--- src/rtl/wb_commit_unit.sv ---
// Writeback/commit stage: buffers memory-stage results and retires one entry per commit to
// the register file, with CSR round-trips, precise exception/ERTN flushes and a retire counter.
module wb_commit_unit #(
   parameter int DATA_W = 32,
   parameter int EXC_W  = 16,
   parameter int DEPTH  = 2,
   parameter int CNT_W  = 64,
   localparam int IN_W  = 3*DATA_W + EXC_W + 23,
   localparam int IDX_W = $clog2(EXC_W)
) (
   input  logic              clk,
   input  logic              reset,
   input  logic              in_valid,
   output logic              in_ready,
   input  logic [IN_W-1:0]   in_bus,
   output logic              csr_req,
   output logic              csr_we,
   output logic [13:0]       csr_num,
   output logic [DATA_W-1:0] csr_wdata,
   input  logic              csr_rvalid,
   input  logic [DATA_W-1:0] csr_rdata,
   output logic              excp_flush,
   output logic [IDX_W-1:0]  excp_idx,
   output logic              ertn_flush,
   output logic [DATA_W-1:0] epc,
   output logic              rf_we,
   output logic [4:0]        rf_waddr,
   output logic [DATA_W-1:0] rf_wdata,
   output logic              fwd_valid,
   output logic [4:0]        fwd_dest,
   output logic [DATA_W-1:0] fwd_data,
   output logic              fwd_pending,
   output logic [CNT_W-1:0]  retire_cnt
);

   localparam int PTR_W = $clog2(DEPTH);
   localparam logic [0:0] S_IDLE     = 1'b0;
   localparam logic [0:0] S_CSR_WAIT = 1'b1;

   logic [IN_W-1:0]  mem [DEPTH];
   logic [PTR_W-1:0] wr_ptr_reg, rd_ptr_reg;
   logic [PTR_W:0]   count_reg;
   logic [0:0]       state_reg;
   logic [CNT_W-1:0] retire_cnt_reg;

   logic [IN_W-1:0]   head;
   logic [DATA_W-1:0] h_pc, h_result, h_csr_wdata;
   logic [4:0]        h_dest;
   logic              h_gr_we, h_res_csr, h_ertn, h_csr_we;
   logic [13:0]       h_csr_num;
   logic [EXC_W-1:0]  h_excp;

   assign head        = mem[rd_ptr_reg];
   assign h_pc        = head[0 +: DATA_W];
   assign h_result    = head[DATA_W +: DATA_W];
   assign h_dest      = head[2*DATA_W +: 5];
   assign h_gr_we     = head[2*DATA_W + 5];
   assign h_res_csr   = head[2*DATA_W + 6];
   assign h_ertn      = head[2*DATA_W + 7];
   assign h_csr_we    = head[2*DATA_W + 8];
   assign h_csr_num   = head[2*DATA_W + 9 +: 14];
   assign h_csr_wdata = head[2*DATA_W + 23 +: DATA_W];
   assign h_excp      = head[3*DATA_W + 23 +: EXC_W];

   // Gating by reset keeps every combinational output at zero while reset is held.
   logic head_valid, eval, has_excp, is_csr, full, flush_now;
   logic plain_commit, csr_commit, commit, push, csr_active;
   logic [IDX_W-1:0] excp_idx_c;

   assign head_valid   = !reset && (count_reg != '0);
   assign eval         = head_valid && (state_reg == S_IDLE);
   assign has_excp     = |h_excp;
   assign is_csr       = h_csr_we || h_res_csr;
   assign full         = count_reg == (PTR_W+1)'(DEPTH);

   assign excp_flush   = eval && has_excp;
   assign ertn_flush   = eval && !has_excp && h_ertn;
   assign flush_now    = excp_flush || ertn_flush;
   assign csr_req      = eval && !has_excp && !h_ertn && is_csr;
   assign plain_commit = eval && !has_excp && !h_ertn && !is_csr;
   assign csr_commit   = head_valid && (state_reg == S_CSR_WAIT) && csr_rvalid;
   assign commit       = plain_commit || csr_commit;

   assign in_ready     = !reset && !full && !flush_now;
   assign push         = in_valid && in_ready;

   always_comb begin
      excp_idx_c = '0;
      for (int i = 0; i < EXC_W; i++)
         if (h_excp[i]) excp_idx_c = IDX_W'(i);
   end

   assign excp_idx  = excp_flush ? excp_idx_c : '0;
   assign epc       = flush_now ? h_pc : '0;

   // CSR address/data stay stable for the whole access, not just the request cycle.
   assign csr_active = csr_req || (head_valid && (state_reg == S_CSR_WAIT));
   assign csr_we     = csr_active && h_csr_we;
   assign csr_num    = csr_active ? h_csr_num : '0;
   assign csr_wdata  = csr_active ? h_csr_wdata : '0;

   assign rf_we    = commit && h_gr_we && (h_dest != 5'd0);
   assign rf_waddr = rf_we ? h_dest : 5'd0;
   assign rf_wdata = !rf_we ? '0 :
                     ((state_reg == S_CSR_WAIT) && h_res_csr) ? csr_rdata : h_result;

   assign fwd_valid   = head_valid && h_gr_we && (h_dest != 5'd0);
   assign fwd_dest    = head_valid ? h_dest : 5'd0;
   assign fwd_data    = head_valid ? h_result : '0;
   assign fwd_pending = head_valid && h_res_csr;

   assign retire_cnt  = retire_cnt_reg;

   always_ff @(posedge clk) begin
      if (push) mem[wr_ptr_reg] <= in_bus;
   end

   always_ff @(posedge clk) begin
      if (reset) begin
         wr_ptr_reg     <= '0;
         rd_ptr_reg     <= '0;
         count_reg      <= '0;
         state_reg      <= S_IDLE;
         retire_cnt_reg <= '0;
      end else begin
         if (flush_now) begin
            wr_ptr_reg <= '0;
            rd_ptr_reg <= '0;
            count_reg  <= '0;
         end else begin
            if (push)   wr_ptr_reg <= wr_ptr_reg + 1'b1;
            if (commit) rd_ptr_reg <= rd_ptr_reg + 1'b1;
            if (push && !commit)      count_reg <= count_reg + 1'b1;
            else if (!push && commit) count_reg <= count_reg - 1'b1;
         end
         if (csr_req)         state_reg <= S_CSR_WAIT;
         else if (csr_commit) state_reg <= S_IDLE;
         if (commit || ertn_flush) retire_cnt_reg <= retire_cnt_reg + CNT_W'(1);
      end
   end

endmodule

--- config.mk ---
export PLATFORM = sky130hd
export DESIGN_NAME = wb_commit_unit
export DESIGN_NICKNAME = d
export VERILOG_FILES = /design/src/rtl/wb_commit_unit.sv
export SDC_FILE = /design/constraint.sdc
export NUM_CORES = 1
export LEC_CHECK = 0
export BUFFER_PORTS_ARGS = -buffer_cell sky130_fd_sc_hd__buf_4
export CORE_MARGIN = 2
export CORE_UTILIZATION = 45
export CTS_BUF_LIST = sky130_fd_sc_hd__clkbuf_8
export DETAILED_ROUTE_END_ITERATION = 16
export GPL_TIMING_DRIVEN = 0
export PLACE_DENSITY_LB_ADDON = 0.12
export SYNTH_ARGS = -nofsm -noshare
export SYNTH_HDL_FRONTEND = slang
export SYNTH_SLANG_ARGS = --single-unit
--- constraint.sdc ---
create_clock -name clk -period 20.6 [get_ports clk]
set_input_delay 5.15 -clock clk [delete_from_list [all_inputs] [get_ports clk]]
set_output_delay 5.15 -clock clk [all_outputs]
set_load 0.03 [all_outputs]
======== Word level (Yosys, flattened, before mapping) ========
Memories as Yosys holds them, arrays and structs flattened. A register that Yosys moved wholly into a read port is not among the register bits.
Index checks and enable logic that the tools add are counted.
word-level totals
  bits in registers ....................... 69
  bits in writable memories ............... 270
  output and inout port bits .............. 228
  memories ................................ 1
  logic and storage cells ................. 86
memories
  name  words  width  read ports  clocked after memory_dff  wr ports  line  text
  mem   2      135    1           1                         1         40    logic [IN_W-1:0] mem [DEPTH];
operators by class
  equal/unequal tests ..................... 1
  add/subtract/negate cells ............... 5
  bitwise operators ....................... 1
  multiplexer cells ....................... 32
  reductions and logical operators ........ 41
operator list
  cell                                              number
  2-to-1 mux 32 bit                                 5
  adder 64 x 1 -> 64 bit, second input constant     1
  2-to-1 mux 4 bit                                  12
  logical AND 1 bit                                 22
  OR reduction 16 bit                               1
  2-to-1 mux 14 bit                                 1
  2-to-1 mux 5 bit                                  2
  logical NOT 1 bit                                 8
  2-to-1 mux 2 bit                                  4
  2-to-1 mux 1 bit                                  7
  nonzero test 2 bit                                3
  logical OR 1 bit                                  5
  nonzero test 5 bit                                1
  2-to-1 mux 3 bit                                  1
  adder 1 bit, second input constant                2
  adder 2 x 1 -> 2 bit, second input constant       1
  == test 2 bit, second input constant              1
  OR reduction 2 bit                                1
  subtractor 2 x 1 -> 2 bit, second input constant  1
  NOT 1 bit                                         1

======== Depth between registers and ports, before layout ========
  depth after elaboration ................. 16
  mapped depth ............................ 15

======== Least setup slack after synthesis ========
OpenSTA, ideal clock, no wires.
  kind .................................... input to register
  from .................................... input port reset
  to ...................................... memory mem[0][0] (netlist name) (enable)
  setup time .............................. 794 ps
  path buffers ............................ 1
  arrival ................................. 15136 ps
  path slack .............................. 4671 ps
  stages on the path ...................... 6
  path through ............................ o21bai_1 > nor2_1 > o21ai_1 > nand2b_1 > clkbuf_1 > nor3_1
on the way
  cells in the longest elaborated chain, start to end .. 11
  elaborated cells between the ends (all ways) .. 13
  classes of those cells .................. mux (2); reduce/logical (11)
ends and longest elaborated chain
  element                                   line    text
  start, declared                           12      input logic reset,
  logical NOT 1 bit *                       70, 84
  logical AND 1 bit                         70      assign head_valid = !reset && (count_reg != '0);
  logical AND 1 bit                         71      assign eval = head_valid && (state_reg == S_IDLE);
  logical AND 1 bit (2 in series)           77      assign ertn_flush = eval && !has_excp && h_ertn;
  logical OR 1 bit                          78      assign flush_now = excp_flush || ertn_flush;
  logical NOT 1 bit                         84      assign in_ready = !reset && !full && !flush_now;
  logical AND 1 bit *                       84
  logical AND 1 bit *                       85      assign push = in_valid && in_ready;
  2-to-1 mux 1 bit *                        115     if (push) mem[wr_ptr_reg] <= in_bus;
  2-to-1 mux 1 bit (implied by the code) *  115
  end, declared                             40
Every way passes the cells marked *; elsewhere a longest branch is shown, timed or not.

======== Final worst setup path ========
  from .................................... input port reset
  to ...................................... output port rf_wdata[21]
on the way
  cells in the longest elaborated chain, start to end .. 10
  elaborated cells between the ends (all ways) .. 12
  classes of those cells .................. mux (1); reduce/logical (11)
ends and longest elaborated chain
  element                            line  text
  logical NOT 1 bit *                70
  logical AND 1 bit *                70
  logical AND 1 bit                  71
  logical AND 1 bit (3 in series)    80    assign plain_commit = eval && !has_excp && !h_ertn && !is_csr;
  logical OR 1 bit *                 82    assign commit = plain_commit || csr_commit;
  logical AND 1 bit * (2 in series)  102   assign rf_we = commit && h_gr_we && (h_dest != 5'd0);
  2-to-1 mux 32 bit *                104   assign rf_wdata = !rf_we ? '0 :
  end, declared                      28    output logic [DATA_W-1:0] rf_wdata,
Marked as above.

==> flow_summary.toml <==
[layout]
finalNonFillerCells = 2052
seq_area_um2 = 9509
num-fill-cells = 2608
largest_reg_flops = 270
num-nets-final = 1780
area_growth_pct = 33.74
drive_gt1_share_pct = 31.53
final_cell_area_um2 = 19130
multi_input_area_um2 = 4405

[detailed_routing]
drc = 0
vias = 10970
wl_per_cell_um = 18.84
drtAntennaViolNets = 0
drt-total-wl_um = 38670
routed_via_density = 5.345
dr.pass1.iters = 5
drtIter0Drc = 718

[floorplanning]
core-area_um2 = 31390
die_w_um = 182.3
rows = 65
io_pins = 399
dieArea_um2 = 33220
start_util_pct = 45.56
die_h_um = 182.3

[min_path]
hold_depth = 2
hold_class = "register to register"

[clock_network]
cts_setup_buffers = 0
tritoncts = "done"
htree_levels = 2
path_clk_slew_ps = 50
numCtsBuffers = 55
clock-sinks = 340
clockBufferDepth = 3
cts-hold-fix-buffers = 0
cts_resized = 0
worst_skew_pair.late_latency_ps = 600
root_buffer = "clkbuf_8"

[global_routing]
grt_pass1_wl_um = 59080
grt-ovfl-total = 0
antenna_found_initial = 2
grt_usage_pct = 22.66
grt_max_degree = 17
grt_pass1_vias = 10830

[timing]
slew_headroom_pct = 34.98
finalSetupViolCount = 0
skew_ps = 25.18
finalCriticalPeriod_ps = 12780
slew_violations = 0
finalSetupTns_ps = 0
hold_violations = 0
worst_pin_slew_ps = 970.0
period_share_pct = 62.06
rsz0062_at_grt = "no"
fmax_mhz = 78.22
worst_slack_ps = 7816

[synth]
synthXorXnorAreaFrac_pct = 0.4287
yosys.area_share.simple_pct = 13.21
synth_nets = 1294
netlist-cell-type-count = 57
seq_area_frac_synth_pct = 66.49
synth_top_area_cell = "edfxtp_1"
synthCells = 1121
ys_seq_elements = 340
syn-cell-area_um2 = 14300
avgSynthCellArea_um2 = 12.76
async_reset_ff_share_pct = 0
synth_common_cells = "edfxtp_1, nor2_1, mux2i_1"
synth.most_common_cell = "edfxtp_1"
yosys.area.top_type_share_pct = 56.69
synth_compound_area_share_pct = 8.425
synthTopCellsByArea = "edfxtp_1, dfxtp_1, mux2i_1"
synth_top_family_by_area = "simple AND/OR/NAND/NOR gates"
ys_warn_count = 0
synthAdderAreaFrac_pct = 0.1750
ys.flop_type = "edfxtp_1"
synth_edf_count = 270
synthMuxAreaShare_pct = 8.495

[pwr]
switchingPower_w = 0.0003613
intPower_w = 0.001090
pwr-share-comb_pct = 10.2
pwr_density_cell_nw_per_um2 = 75.90
p_leak_nw = 7.080
p_seq_share_pct = 54.4
vdd_drop_max_uv = 58.73
clock_power_share_pct = 35.4
p_sw_share_pct = 24.89

[placed_design]
place.gp.congestion = 0.8705
hpwlAfterDp_um = 28210
port_buffers = 398
place_area_um2 = 18170
dp.cells = 1952
place_ws_ps = 7870

[critical_path]
crit_required_ps = 15450
crit_chain = "buf_4 -> o21bai_1 -> nor2_1 -> a31o_2 -> nand2_1 -> clkbuf_1 -> clkbuf_1 -> a211oi_1 -> buf_4"
slowest_stage = "nor2_1"
cp_max_fo = 10
reg2reg_depth = 14
end_kind = "primary output"
cp_data_arrival_time_ps = 7630
start_kind = "input port"
reg2reg_slack_ps = 15990
max_stage_delay_ps = 510
critPathKind = "input port to primary output"

[run_status]
status = "finished, final reports clean"

[flow_run]
drv_cap = 0
power by group through the flow:
| stage | sequential (W) | clock [W] | combinational, W |
|---|---|---|---|
| 2_1_floorplan | 0.000814 | 0 | 0.0000691 |
| 3_3_place_gp | 0.000824 | 0 | 0.000133 |
| 3_5_place_dp | 0.000804 | 0 | 0.000149 |
| 4_1_cts | 0.000790 | 0.000527 | 0.000150 |
| 5_1_grt | 0.000792 | 0.000557 | 0.000160 |
| 6_report | 0.000789 | 0.000514 | 0.000148 |
stage by stage:
stage / utilization (%) / hold slack, ps / total power [W]
floorplan: - / 480.5 / 0.0008830
global placement: 56.68 / 469.8 / 0.0009571
detailed placement: 57.87 / 477.3 / 0.0009532
CTS: 60.92 / 484.9 / 0.001467
global route: 60.92 / 524.8 / 0.001509
finish: 60.92 / 484.5 / 0.001452
worst paths after layout:
check	start	endpoint
setup / recovery	reset	rf_wdata[21]
hold / removal	retire_cnt[63]	retire_cnt[63]
setup reg to reg	register	mem[1][118]
hold reg to reg	retire_cnt[63]	retire_cnt[63]
cell families (layout without fill, tap and decap cells):
kind of cell               after synthesis  count (layout)
and+or+nand+nor                        372             372
buffers and inverters                   91             619
AOI/OAI and AO/OA                      188             188
xor gates and xnor gates                 7               7
adders and majority gates                2               2
muxes                                  121             121
DFF                                    340             340
other                                    0               1
worst max-delay path: cells and delay by family:
family | cells | cell delay (ps)
buffers and inverters | 4 | 1010
AOI/OAI and AO/OA | 3 | 850
and+or+nand+nor | 2 | 620
cell type report:
type | instances | share of cell area [%]
clock inverters | 44 | 1.047
well taps | 402 | 2.630
plain buffers | 64 | 1.544
clock buffers | 55 | 3.958
inverters | 27 | 0.5299
diodes | 1 | 0.01308
flip-flops and latches | 340 | 49.72
multi-input cells | 690 | 23.03
repair buffers | 429 | 17.53
metal layers:
layer  vias up  GRT usage, %  part of all wire (%)  wire length [um]
met2       394         37.89                    49             18820
met1      5270         28.44                    41             15980
met3        70         6.645                   7.6              2944
met4         2         7.258                   2.3               905
li1       5231             -                     -                 -
met5         -             0                 0.047                18
placed cells by master (no fill, tap or decap), drive strengths merged, types with 5 or more instances in the layout:
cell type  instances
nor2             186
nand4              9
mux2i            118
dfxtp             70
buf              434
a211oi            32
o22ai              5
clkinv            14
o31ai             40
a21oi             68
and3               8
o21ai             25
edfxtp           270
or4               47
clkbuf           114
or3               21
nand2             29
nor3              16
inv               56
nand3             26
nor3b              8
(Power assumes the default switching activity.)
